File: config.mk
export PLATFORM = sky130hd
export DESIGN_NAME = bingo_board_n
export DESIGN_NICKNAME = d
export VERILOG_FILES = /design/src/rtl/bingo_pkg.sv /design/src/rtl/bingo_board_n_line_eval.sv /design/src/rtl/bingo_board_n.sv
export SDC_FILE = /design/constraint.sdc
export NUM_CORES = 1
export LEC_CHECK = 0
export ABC_AREA = 1
export CORE_UTILIZATION = 54
export CTS_CLUSTER_DIAMETER = 60
export CTS_CLUSTER_SIZE = 40
export DETAILED_ROUTE_END_ITERATION = 12
export PLACE_DENSITY = 0.81
export SETUP_SLACK_MARGIN = 0.15
export SLEW_MARGIN = 20
export SYNTH_ARGS = -nofsm -noshare
export SYNTH_HDL_FRONTEND = slang
export SYNTH_HIERARCHICAL = 1
export SYNTH_SLANG_ARGS = --single-unit
File: constraint.sdc
create_clock -name clk -period 5.13 [get_ports clk]
set_clock_uncertainty 0.15 [all_clocks]
set_input_delay 0.513 -clock clk [delete_from_list [all_inputs] [get_ports clk]]
set_output_delay 0.513 -clock clk [all_outputs]
set_load 0.005 [all_outputs]
File: src/rtl/bingo_pkg.sv
// Shared state encoding, sizing constants and cell-index helpers for the bingo board engine.
package bingo_pkg;

    typedef enum logic [1:0] {
        ST_FILL,
        ST_PLAY,
        ST_UPDATE,
        ST_DONE
    } state_e;

    localparam int unsigned N_DEFAULT = 5;
    localparam int unsigned LINES     = 2 * N_DEFAULT + 2;
    localparam int unsigned ACC_W     = 7;
    localparam int unsigned ACC_MAX   = 99;

    function automatic int unsigned num_lines(input int unsigned n);
        return 2 * n + 2;
    endfunction

    function automatic int unsigned row_cell(input int unsigned n, input int unsigned r,
                                             input int unsigned c);
        return r * n + c;
    endfunction

    function automatic int unsigned diag_cell(input int unsigned n, input int unsigned i);
        return i * n + i;
    endfunction

    function automatic int unsigned anti_cell(input int unsigned n, input int unsigned i);
        return i * n + (n - 1 - i);
    endfunction

endpackage

File: src/rtl/bingo_board_n_line_eval.sv
// Combinational line detector: flags every complete row, column and diagonal and counts them.
module bingo_line_eval
    import bingo_pkg::*;
#(
    parameter int unsigned N = 5,
    localparam int unsigned CNT_W = $clog2(2 * N + 3)
) (
    input  logic [N*N-1:0]   circle,
    output logic [2*N+1:0]   line,
    output logic [CNT_W-1:0] line_cnt
);

    always_comb begin
        line = '1;
        for (int unsigned r = 0; r < N; r++) begin
            for (int unsigned c = 0; c < N; c++) begin
                line[r]     = line[r] & circle[row_cell(N, r, c)];
                line[N + r] = line[N + r] & circle[row_cell(N, c, r)];
            end
        end
        for (int unsigned i = 0; i < N; i++) begin
            line[2 * N]     = line[2 * N] & circle[diag_cell(N, i)];
            line[2 * N + 1] = line[2 * N + 1] & circle[anti_cell(N, i)];
        end
    end

    always_comb begin
        line_cnt = '0;
        for (int unsigned k = 0; k < 2 * N + 2; k++) begin
            line_cnt = line_cnt + CNT_W'(line[k]);
        end
    end

endmodule

File: src/rtl/bingo_board_n.sv
// Single-player bingo board: keypad board entry, parallel number marking and registered line/win status.
module bingo_board_n
    import bingo_pkg::*;
#(
    parameter int unsigned N         = 5,
    parameter int unsigned VAL_W     = 5,
    parameter int unsigned WIN_LINES = 5
) (
    input  logic                        clk,
    input  logic                        rst,
    input  logic                        clear,
    input  logic [3:0]                  digit,
    input  logic                        digit_valid,
    input  logic                        enter_pulse,
    input  logic                        mark_valid,
    input  logic [VAL_W-1:0]            mark_num,
    output logic [N*N*VAL_W-1:0]        map,
    output logic [N*N-1:0]              circle,
    output logic [2*N+1:0]              line,
    output logic [$clog2(2*N+3)-1:0]    line_cnt,
    output logic                        filled,
    output logic                        win,
    output logic                        mark_ack,
    output logic                        mark_hit,
    output logic                        err
);

    localparam int unsigned CELLS = N * N;
    localparam int unsigned NL    = num_lines(N);
    localparam int unsigned CNT_W = $clog2(2 * N + 3);
    localparam int unsigned IDX_W = $clog2(CELLS + 1);

    state_e                 state_q, state_d;
    logic [ACC_W-1:0]       acc_q, acc_d;
    logic [CELLS:1]         used_q, used_d;
    logic [IDX_W-1:0]       fill_idx_q, fill_idx_d;
    logic [CELLS*VAL_W-1:0] map_q, map_d;
    logic [CELLS-1:0]       circle_q, circle_d;
    logic [NL-1:0]          line_q, line_d;
    logic [CNT_W-1:0]       line_cnt_q, line_cnt_d;
    logic                   filled_q, filled_d;
    logic                   win_q, win_d;
    logic                   mark_ack_q, mark_ack_d;
    logic                   mark_hit_q, mark_hit_d;
    logic                   err_q, err_d;
    logic                   hit_pend_q, hit_pend_d;

    logic [9:0]             acc_mul;
    logic                   entry_in_range;
    logic                   entry_dup;
    logic [CELLS-1:0]       match_vec;
    logic [NL-1:0]          line_w;
    logic [CNT_W-1:0]       line_cnt_w;

    bingo_line_eval #(
        .N(N)
    ) u_line_eval (
        .circle   (circle_q),
        .line     (line_w),
        .line_cnt (line_cnt_w)
    );

    assign acc_mul        = 10'(acc_q) * 10'd10 + 10'(digit);
    assign entry_in_range = (acc_q != '0) && (acc_q <= ACC_W'(CELLS));

    always_comb begin
        entry_dup = 1'b0;
        for (int unsigned v = 1; v <= CELLS; v++) begin
            if (acc_q == ACC_W'(v)) entry_dup = used_q[v];
        end
    end

    // Values are unique once the board is full, so at most one comparator fires.
    always_comb begin
        match_vec = '0;
        for (int unsigned k = 0; k < CELLS; k++) begin
            match_vec[k] = (map_q[k*VAL_W +: VAL_W] == mark_num);
        end
    end

    always_comb begin
        state_d    = state_q;
        acc_d      = acc_q;
        used_d     = used_q;
        fill_idx_d = fill_idx_q;
        map_d      = map_q;
        circle_d   = circle_q;
        line_d     = line_q;
        line_cnt_d = line_cnt_q;
        filled_d   = filled_q;
        win_d      = win_q;
        hit_pend_d = hit_pend_q;
        mark_ack_d = 1'b0;
        mark_hit_d = 1'b0;
        err_d      = 1'b0;

        case (state_q)
            ST_FILL: begin
                if (enter_pulse) begin
                    acc_d = '0;
                    if (entry_in_range && !entry_dup) begin
                        for (int unsigned k = 0; k < CELLS; k++) begin
                            if (fill_idx_q == IDX_W'(k)) map_d[k*VAL_W +: VAL_W] = VAL_W'(acc_q);
                        end
                        for (int unsigned v = 1; v <= CELLS; v++) begin
                            if (acc_q == ACC_W'(v)) used_d[v] = 1'b1;
                        end
                        fill_idx_d = fill_idx_q + IDX_W'(1);
                        if (fill_idx_q == IDX_W'(CELLS - 1)) begin
                            filled_d = 1'b1;
                            state_d  = ST_PLAY;
                        end
                    end else begin
                        err_d = 1'b1;
                    end
                end else if (digit_valid) begin
                    if (digit <= 4'd9) begin
                        acc_d = (acc_mul > 10'(ACC_MAX)) ? ACC_W'(ACC_MAX) : acc_mul[ACC_W-1:0];
                    end else begin
                        err_d = 1'b1;
                    end
                end
                if (mark_valid) err_d = 1'b1;
            end

            ST_PLAY: begin
                if (mark_valid) begin
                    circle_d   = circle_q | match_vec;
                    hit_pend_d = |match_vec;
                    state_d    = ST_UPDATE;
                end
            end

            // circle_q already holds the new mark here, so the evaluator output is current.
            ST_UPDATE: begin
                line_d     = line_w;
                line_cnt_d = line_cnt_w;
                win_d      = (line_cnt_w >= CNT_W'(WIN_LINES));
                mark_ack_d = 1'b1;
                mark_hit_d = hit_pend_q;
                state_d    = (line_cnt_w >= CNT_W'(WIN_LINES)) ? ST_DONE : ST_PLAY;
                if (mark_valid) err_d = 1'b1;
            end

            ST_DONE: begin
                if (mark_valid) err_d = 1'b1;
            end

            default: state_d = ST_FILL;
        endcase
    end

    always_ff @(posedge clk) begin
        if (rst || clear) begin
            state_q    <= ST_FILL;
            acc_q      <= '0;
            used_q     <= '0;
            fill_idx_q <= '0;
            map_q      <= '0;
            circle_q   <= '0;
            line_q     <= '0;
            line_cnt_q <= '0;
            filled_q   <= 1'b0;
            win_q      <= 1'b0;
            hit_pend_q <= 1'b0;
            mark_ack_q <= 1'b0;
            mark_hit_q <= 1'b0;
            err_q      <= 1'b0;
        end else begin
            state_q    <= state_d;
            acc_q      <= acc_d;
            used_q     <= used_d;
            fill_idx_q <= fill_idx_d;
            map_q      <= map_d;
            circle_q   <= circle_d;
            line_q     <= line_d;
            line_cnt_q <= line_cnt_d;
            filled_q   <= filled_d;
            win_q      <= win_d;
            hit_pend_q <= hit_pend_d;
            mark_ack_q <= mark_ack_d;
            mark_hit_q <= mark_hit_d;
            err_q      <= err_d;
        end
    end

    assign map      = map_q;
    assign circle   = circle_q;
    assign line     = line_q;
    assign line_cnt = line_cnt_q;
    assign filled   = filled_q;
    assign win      = win_q;
    assign mark_ack = mark_ack_q;
    assign mark_hit = mark_hit_q;
    assign err      = err_q;

endmodule

# Yosys cells after proc, flatten, opt, wreduce, memory -nomap -nowiden
# Cells that the tools add are included.
[op_classes]
mul = 1
n_shift = 0
n_eq_ne = 81
addsub = 13
n_bitwise = 50
n_lt_le_gt_ge = 4
div = 0
n_mux = 43
n_reduce_logical = 67
[ops]
columns = ["cell", "n"]
rows = [
  ["4-bit AND reduction", 50],
  ["5-bit == test", 25],
  ["7-bit by 5-bit == test with 1-bit output (second input constant)", 10],
  ["7-bit by 4-bit == test with 1-bit output (second input constant)", 8],
  ["1-bit bitwise AND", 48],
  ["5-bit == test (second input constant)", 9],
  ["5-bit by 4-bit == test with 1-bit output (second input constant)", 8],
  ["4-bit by 1-bit adder with 4-bit output", 8],
  ["1-bit 2-to-1 mux", 32],
  ["7-bit by 3-bit == test with 1-bit output (second input constant)", 4],
  ["7-bit 2-to-1 mux", 4],
  ["25-bit OR", 1],
  ["25-bit OR reduction", 1],
  ["5-bit by 3-bit == test with 1-bit output (second input constant)", 4],
  ["7-bit by 2-bit == test with 1-bit output (second input constant)", 2],
  ["10-bit by 4-bit adder with 10-bit output", 1],
  ["5-bit by 2-bit == test with 1-bit output (second input constant)", 2],
  ["10-bit by 7-bit > comparator with 1-bit output (second input constant)", 1],
  ["2-bit 2-to-1 mux", 5],
  ["7-bit by 3-bit multiplier with 9-bit output (second input constant)", 1],
  ["2-bit != test (second input constant)", 4],
  ["7-bit by 1-bit == test with 1-bit output (second input constant)", 1],
  ["7-bit by 5-bit <= comparator with 1-bit output (second input constant)", 1],
  ["7-bit nonzero test", 1],
  ["other kinds (23)", 28],
]
[word_totals]
reg_bits = 211
latchBits = 0
mem_bits_ro = 0
memories = 0
ram_bits = 0

# Depth between registers and ports, before layout
[depth]
depth_word = 32
mapped_depth = 25

# Hierarchy
# Netlist, hierarchy kept.
[modules_own_cells]
columns = ["module", "area_per_inst_um2", "seq_area_each_um2", "cells_each", "instances"]
rows = [
  ["bingo_board_n", 10418.7, 4224.1, 1416, 1],
  ["bingo_line_eval", 419.2, 0.0, 66, 1],
]

# Worst setup path before layout
# No wires, ideal clock.
[synth_timing]
path_type = "reg-to-reg"
startpoint = "reg circle_q[12] (netlist: circle[12])"
endpoint = "reg state_q[1]"
path_slack_ps = 1100
arrival_ps = 3815
t_required_ps = 4915
stages_incl_launch_ff = 19
synth_period_minus_slack_ps = 4030
path_cell_list = "dfxtp_1 nand2_1 nor2_1 fa_1 inv_1 fa_1 fa_1 inv_1 fa_1 ha_1 fa_1 xor2_1 nand2_1 o21a_1 nand2_1 nand2_1 nand3_1 nand2_1 nor2_1"
[synth_lines]
columns = ["item", "line", "source"]
rows = [
  ["start: declaration", "bingo_board_n.sv:38", "logic [CELLS-1:0] circle_q, circle_d;"],
  ["start signal: assignment", "bingo_board_n.sv:175", "circle_q <= circle_d;"],
  ["1-bit bitwise AND (3 in a row)", "bingo_board_n_line_eval.sv:18", "line[N + r] = line[N + r] & circle[row_cell(N, c, r)];"],
  ["via line_w[7]", "bingo_board_n.sv:52", "logic [NL-1:0] line_w;"],
  ["4-bit by 1-bit adder with 4-bit output (5 in a row)", "bingo_board_n_line_eval.sv:30", "line_cnt = line_cnt + CNT_W'(line[k]);"],
  ["via line_cnt_w[2]", "bingo_board_n.sv:53", "logic [CNT_W-1:0] line_cnt_w;"],
  ["4-bit by 3-bit greater-or-equal comparator with 1-bit output", "bingo_board_n.sv:141", "state_d = (line_cnt_w >= CNT_W'(WIN_LINES)) ? ST_DONE : ST_PLAY;"],
  ["2-bit 2-to-1 mux", "bingo_board_n.sv:141", ""],
  ["2-bit one-hot mux with 3 select lines", "bingo_board_n.sv:97", "case (state_q)"],
  ["end signal: assignment", "bingo_board_n.sv:170", "state_q <= state_d;"],
  ["end: declaration", "bingo_board_n.sv:33", "state_e state_q, state_d;"],
]
# The timed path passes the listed nets, and every way through them passes these cells.
# A chain may end at the register's enable or synchronous reset.

# Worst setup path after layout
[layout_timing]
startpoint = "reg circle_q[18] (netlist: circle[18])"
endpoint = "reg state_q[1]"
[layout_between]
elab_chain_len = 14
[layout_lines]
columns = ["item", "line", "source"]
rows = [
  ["1-bit bitwise AND (2 in a row)", "bingo_board_n_line_eval.sv:17", "line[r] = line[r] & circle[row_cell(N, r, c)];"],
  ["via line_w[3]", "bingo_board_n.sv:52", ""],
  ["3-bit by 1-bit adder with 4-bit output", "bingo_board_n_line_eval.sv:30", ""],
  ["4-bit by 1-bit adder with 4-bit output (8 in a row)", "bingo_board_n_line_eval.sv:30", ""],
  ["via line_cnt_w[2]", "bingo_board_n.sv:53", ""],
  ["4-bit by 3-bit greater-or-equal comparator with 1-bit output", "bingo_board_n.sv:141", ""],
  ["2-bit 2-to-1 mux", "bingo_board_n.sv:141", ""],
  ["2-bit one-hot mux with 3 select lines", "bingo_board_n.sv:97", ""],
]
# The timed path passes the listed nets, and every way through them passes these cells.

==> out/summary.md <==
The flow ran to the end, and the final reports show no timing, DRC or antenna violations. The tools report the total number of H-tree levels as 1. After detailed routing, the total wire length is 34500 um. The core region is 19600 um^2. For this run, the post-layout net count is 1665.

Leaving out fill and tap cells, the most frequent cell in the layout is sky130_fd_sc_hd__nand2_1. Counting distinct cell types in the post-synthesis netlist gives 44. The congestion estimate from routability-driven global placement came to 0.944.

The run gives 6 as the yosys synthesis warning count. The run gives 33.1% as the total global-route track usage. The first detailed-routing pass ran for 6 iterations. The number of max-cap violations was 0; the maximum clock insertion buffer count was 3. The leakage power summed over all cells was 4.87 nW; the final critical delay including setup and external delays was 4420 ps. In this run the power density over the cells is 246 nW/um^2. Derived from the worst setup path, the maximum achievable clock frequency is 226 MHz. The run gives 0.225 mV as the largest voltage drop on the vdd net. The count of buffering cells on the critical path with inverters included came out at 2.

The logs give 500 ps for the clock insertion delay at the later pin of the skew report and 0 for the post-detailed-route count of antenna-violating nets. For this design, the sink count on the clock tree is 211. The mean number of vias per cell works out to 5.83. Setup repair after global routing left no endpoint under its margin.

After detailed placement, the total cell area comes to 12800 um^2. The cell count after synthesis came out at 1482. The cell count of the worst reg-to-reg path is 18. The first global-routing pass estimated 53300 um of wire. Number of global-route vias before repair: 9940. Global routing finished with a remaining overflow of 0. The worst hold path belongs to the class reg2reg. The worst hold endpoint is used_q[21]. The critical path goes through nand3_1 > nor2_1 > fa_1 > inv_1 > fa_1 > fa_1 > inv_1 > fa_1 > ha_1 > fa_1 > xor2_1 > nand2_1 > o21a_1 > nand2_1 > nand2_1 > nand3_1 > nand2_1 > nor2_1. Of all nets on the critical path, the largest fanout is 5.

The run gives 10800 um^2 as the total standard cell area after synthesis. The worst path uses 86.1% of the clock period. The most used flip-flop cell after synthesis is sky130_fd_sc_hd__dfxtp_1. The antenna cell count was 0. Prior to clock tree synthesis, the placed netlist has a worst setup slack of 723 ps. The count of filler cells inserted in the layout is 1688, and the number of cells on the worst hold path is 2. In this run the count of I/O pins placed on the die edge is 186. The endpoint identified for the worst register-to-register timing path is state_q[1].

The number of port buffers came out at 185. The worst hold path begins at used_q[21]. The synthesized design contains 0 enable-type register cells. The effective utilization at floorplan was 55.3%; the synthesized area per cell was 7.31 um^2. Kind of launch point of the worst setup path: a flop. The routed layout has 11021 vias.

Buffers inserted to repair hold after CTS numbered 0. In this run, post-CTS repair resized a total of 0 instances. Setup violations remaining at the end of the flow were counted as 0. After routing, the total negative slack on setup checks comes to 0 ps. In the layout the commonest cells are sky130_fd_sc_hd__nand2_1 (238), sky130_fd_sc_hd__nor2_1 (228), sky130_fd_sc_hd__dfxtp_1 (211). The number of nets handed over by synthesis was 1533. Of all flip-flops after synthesis, the portion carrying an async set or reset was 0%. Number of failing hold endpoints at the final stage: 0.

TritonCTS built the clock tree. For this run, design rule violations remaining after detail routing come to 0. The floorplan step defined a die boundary enclosing 20600 um^2. The area growth from synthesis to layout is 23.3%, and the slew at the pin with the worst max-slew slack is 1120 ps. The kind of cell with the highest combined delay along the critical path is adder cells. Data arrives at the worst endpoint at 4700 ps. Of the cells placed in the final design, the portion with a size suffix greater than 1 is 4.92%. The number of antenna violations at the first check in global routing was 0; the DRC marker count from the first detailed-route iteration was 893.

In this run the clock root is driven by a sky130_fd_sc_hd__clkbuf_16. After floorplanning, the core was divided into 51 placement rows. Entering global routing, the biggest net connects 78 pins.

The die is 144 um wide. In the final routed layout, each cell accounts on average for 18.3 um. The worst path meets setup with 713 ps of slack.

The max-slew headroom at the worst pin is 24.7%. Sequential elements use 39.0% of the synthesized area. The final instance area came out at 13400 um^2. The tools report the final worst hold slack as 309 ps.

On the critical path, the stage with the largest delay is an instance of sky130_fd_sc_hd__fa_1. On the worst path, the slowest cell contributes a delay of 490 ps. By startpoint and endpoint, the worst setup path is classified as reg2reg. Buffers inserted during clock tree synthesis total 17. The most numerous cell type found on the critical path is sky130_fd_sc_hd__fa_1.

Final-report max-slew violation count: 0. For this run, the share of the core covered by cells in the final layout is 68.2%. The number of buffers inserted to repair setup after CTS is 0, and the clock slew at the register clock pins of the worst setup and hold paths is 80 ps. The chip height was 144 um; the half-perimeter wire length of the detailed placement result was 24500 um.

The run gives 5410 ps as the worst path required time. STA classifies the critical path endpoint as a flop. Counting flops and latches in the post-synthesis netlist gives 211. In this run the register-to-register setup slack is 710 ps.

The startpoint identified for the worst register-to-register timing path is circle[18].
## layout make-up
| cell class | instances | area, um^2 | share of cell area, % |
|---|---|---|---|
| Clock inverter | 12 | 139 | 1.04 |
| Clock buffer | 18 | 439 | 3.29 |
| Tap cell | 265 | 332 | 2.48 |
| Multi-Input combinational cell | 1092 | 5880 | 44.0 |
| Inverter | 89 | 337 | 2.52 |
| Sequential cell | 211 | 4220 | 31.6 |
| Timing Repair Buffer | 203 | 2010 | 15.1 |
## worst max path at each step
stage                from         end  slack [ps]  cells after the start
5_1_grt        circle[18]  state_q[1]         450                     18
2_1_floorplan  circle[12]  state_q[1]        1100                     18
6_report       circle[18]  state_q[1]         710                     18
4_1_cts        circle[18]  state_q[1]         730                     18
3_3_place_gp   circle[18]  state_q[1]         870                     18
3_5_place_dp   circle[18]  state_q[1]         720                     18
## layer usage
layer / vias up / GRT usage [%] / share of wire, %
met5: - / 0 / 0
met4: 0 / 13.1 / 3.6
met3: 91 / 6.26 / 9.3
met2: 540 / 55.4 / 47
met1: 5158 / 42.1 / 40
li1: 5232 / - / -
## logic make-up after synthesis
group           Yosys count  synth area share [%]
fa+ha+maj                36                  4.78
compound gates          255                  12.6
flops                   211                  39.0
simple gates            705                  28.9
buf+inv                 179                  6.97
xor+xnor                 96                  7.76
## cell usage after synthesis, types with 6 or more instances
library cell,n,area share [%]
sky130_fd_sc_hd__nand2_1,239,8.3
sky130_fd_sc_hd__nor2_1,229,7.9
sky130_fd_sc_hd__dfxtp_1,211,39
sky130_fd_sc_hd__a21oi_1,142,6.6
sky130_fd_sc_hd__nand4_1,79,4.6
sky130_fd_sc_hd__inv_1,78,2.7
sky130_fd_sc_hd__o21ai_0,75,3.5
sky130_fd_sc_hd__clkbuf_1,63,2.2
sky130_fd_sc_hd__nor3_1,57,2.6
sky130_fd_sc_hd__nand3_1,52,2.4
sky130_fd_sc_hd__xor2_1,50,4.0
sky130_fd_sc_hd__xnor2_1,46,3.7
sky130_fd_sc_hd__ha_1,27,3.1
sky130_fd_sc_hd__nor4_1,22,1.3
sky130_fd_sc_hd__buf_2,13,0.60
sky130_fd_sc_hd__o22ai_1,11,0.63
sky130_fd_sc_hd__nor2_2,10,0.58
sky130_fd_sc_hd__fa_1,9,1.7
sky130_fd_sc_hd__buf_6,7,0.73
sky130_fd_sc_hd__inv_2,6,0.21
## tightest hold or removal path, stage by stage, from the launching register on
cell and delay [ps]:
sky130_fd_sc_hd__dfxtp_1 300, sky130_fd_sc_hd__inv_1 60, sky130_fd_sc_hd__a21oi_1 60
## registers in the layout (all words and copies together) (netlist names)
| register | count |
|---|---|
| circle | 25 |
| line | 12 |
| win | 1 |
| acc_q | 7 |
| mark_ack | 1 |
| used_q | 25 |
| mark_hit | 1 |
| fill_idx_q | 5 |
| err | 1 |
| filled | 1 |
| state_q | 2 |
| hit_pend_q | 1 |
| map | 125 |
| line_cnt | 4 |
## where the power goes
group / switching, W / total [W] / internal (W)
Clock: 0.000649 / 0.00139 / 0.000741
Combinational: 0.000178 / 0.000250 / 0.0000725
Sequential: 0.00000709 / 0.00165 / 0.00164
Total: 0.000834 / 0.00329 / 0.00245
## metrics by stage
| step | instances | power (W) |
|---|---|---|
| 2_1_floorplan | 1482 | 0.00186 |
| 3_3_place_gp | 1860 | 0.00193 |
| 3_5_place_dp | 1860 | 0.00193 |
| 4_1_cts | 1890 | 0.00330 |
| 5_1_grt | 1890 | 0.00339 |
| 6_report | 1890 | 0.00329 |
No activity file was read; power rests on OpenSTA's default activity.
==> patch: new RTL, same flow settings <==
`N` is set to 5 in 2 places; all go to 6.
--- a/src/rtl/bingo_board_n_line_eval.sv
+++ b/src/rtl/bingo_board_n_line_eval.sv
@@ -2,7 +2,7 @@
 module bingo_line_eval
     import bingo_pkg::*;
 #(
-    parameter int unsigned N = 5,
+    parameter int unsigned N = 6,
     localparam int unsigned CNT_W = $clog2(2 * N + 3)
 ) (
     input  logic [N*N-1:0]   circle,
--- a/src/rtl/bingo_board_n.sv
+++ b/src/rtl/bingo_board_n.sv
@@ -2,7 +2,7 @@
 module bingo_board_n
     import bingo_pkg::*;
 #(
-    parameter int unsigned N         = 5,
+    parameter int unsigned N         = 6,
     parameter int unsigned VAL_W     = 5,
     parameter int unsigned WIN_LINES = 5
 ) (
Ports: changed (resized circle, line and map); port bits go from 186 to 254. The function was not compared with the original's and may differ.
==> patch against the original RTL <==
- sequential power grew 37%
- global-route usage is 1.8 points higher
- final cell count is 38% higher
- routed wire length grew 45%
- synthesized cell count grew 40%
- sequential cell count is 80 higher
- non-clock buffer count rose by 78
- synthesized area up 35%
- count of clock-buffer cells in the layout grew 6
- power increased by 36%
- setup slack worse by 0.19 ns
- cell area rose by 35%
- via count rose by 40%
- critical endpoint unchanged
- largest cell class unchanged
- largest power group unchanged
- highest routed layer unchanged
==> patch: results (changes against the original RTL) <==
The final weighted congestion of routability-driven global placement is 0.971 (+2.9%). The non-clock inverter count in the final layout came out at 166 (+87%). The wire length on met1 is 20300 um (+49%). Clock distribution power: 1.95 mW (+40%). The total of clock buffers placed in the layout is 24 (+6), and the post-placement setup slack is 0.553 ns (-0.170 ns).

The most critical setup path has its startpoint at circle[21]. For the reported leakage power, the log shows 6.22 nW (+28%). The power density normalized to cell area is 246 mW/mm^2 (about the same), and the proportion of final cell area spent on non-clock buffers is 0.153 (+0.00220). The met2 wire length was 22600 um (+38%); the slew at the pin closest to its max-slew limit was 1.07 ns (-0.0507 ns). The number of DRC markers in iteration 0 was 1676 (+88%); the reported net switching power was 1.12 mW (+34%). The run finished with clean final reports. The arrival time of the worst setup path was 4.94 ns (+0.24 ns). The number of flip-flops and latches in the synthesized netlist was 291 (+38%). Worst hold-check slack: 0.301 ns (-0.00731 ns).

Sequential cell fraction of total power: 0.507 (+0.006). The logs give 77800 um (+46%) for the wire length of the first global-routing pass and 0.519 ns (-0.194 ns) for the slack of the critical path. The detailed-router iteration count before antenna repair was 8 (+2). The count of port buffers added during placement is 253 (+37%), and the post-placement cell area is 0.0173 mm^2 (+35%). The flip-flop count of the largest register after layout was 180 (+44%). The core box area came out at 0.0264 mm^2 (+35%). The multi-input logic cell count is 1498 (+37%).
## patch: critical path, delay by kind of cell (launching register included)
family                     cells  cell delay, ns
adders and majority gates      6            2.49
AOI/OAI and AO/OA              3            0.41
and+or+nand+nor                7            0.71
xor gates and xnor gates       1            0.16
buffers and inverters          3            0.20
DFF                            1            0.43
## patch: cells by family (layout without fill, tap and decap cells)
family                     after synthesis  in the layout  synth area share
buffers and inverters                  286            488            0.0797
DFF                                    291            291             0.398
AOI/OAI and AO/OA                      382            382             0.142
adders and majority gates               36             36            0.0364
and+or+nand+nor                        982            982             0.285
xor gates and xnor gates                98             98            0.0586
## patch: per-stage QoR
step | power (mW) | cells
after CTS | 4.45 | 2612
after floorplan | 2.48 | 2075
after global placement | 2.54 | 2571
after detailed placement | 2.55 | 2571
final | 4.46 | 2612
after global routing | 4.56 | 2612
## patch: final timing paths
check          endpoint  depth (start not counted)
max          state_q[1]                         20
min           used_q[2]                          2
max reg2reg  state_q[1]                         20
min reg2reg   used_q[2]                          2
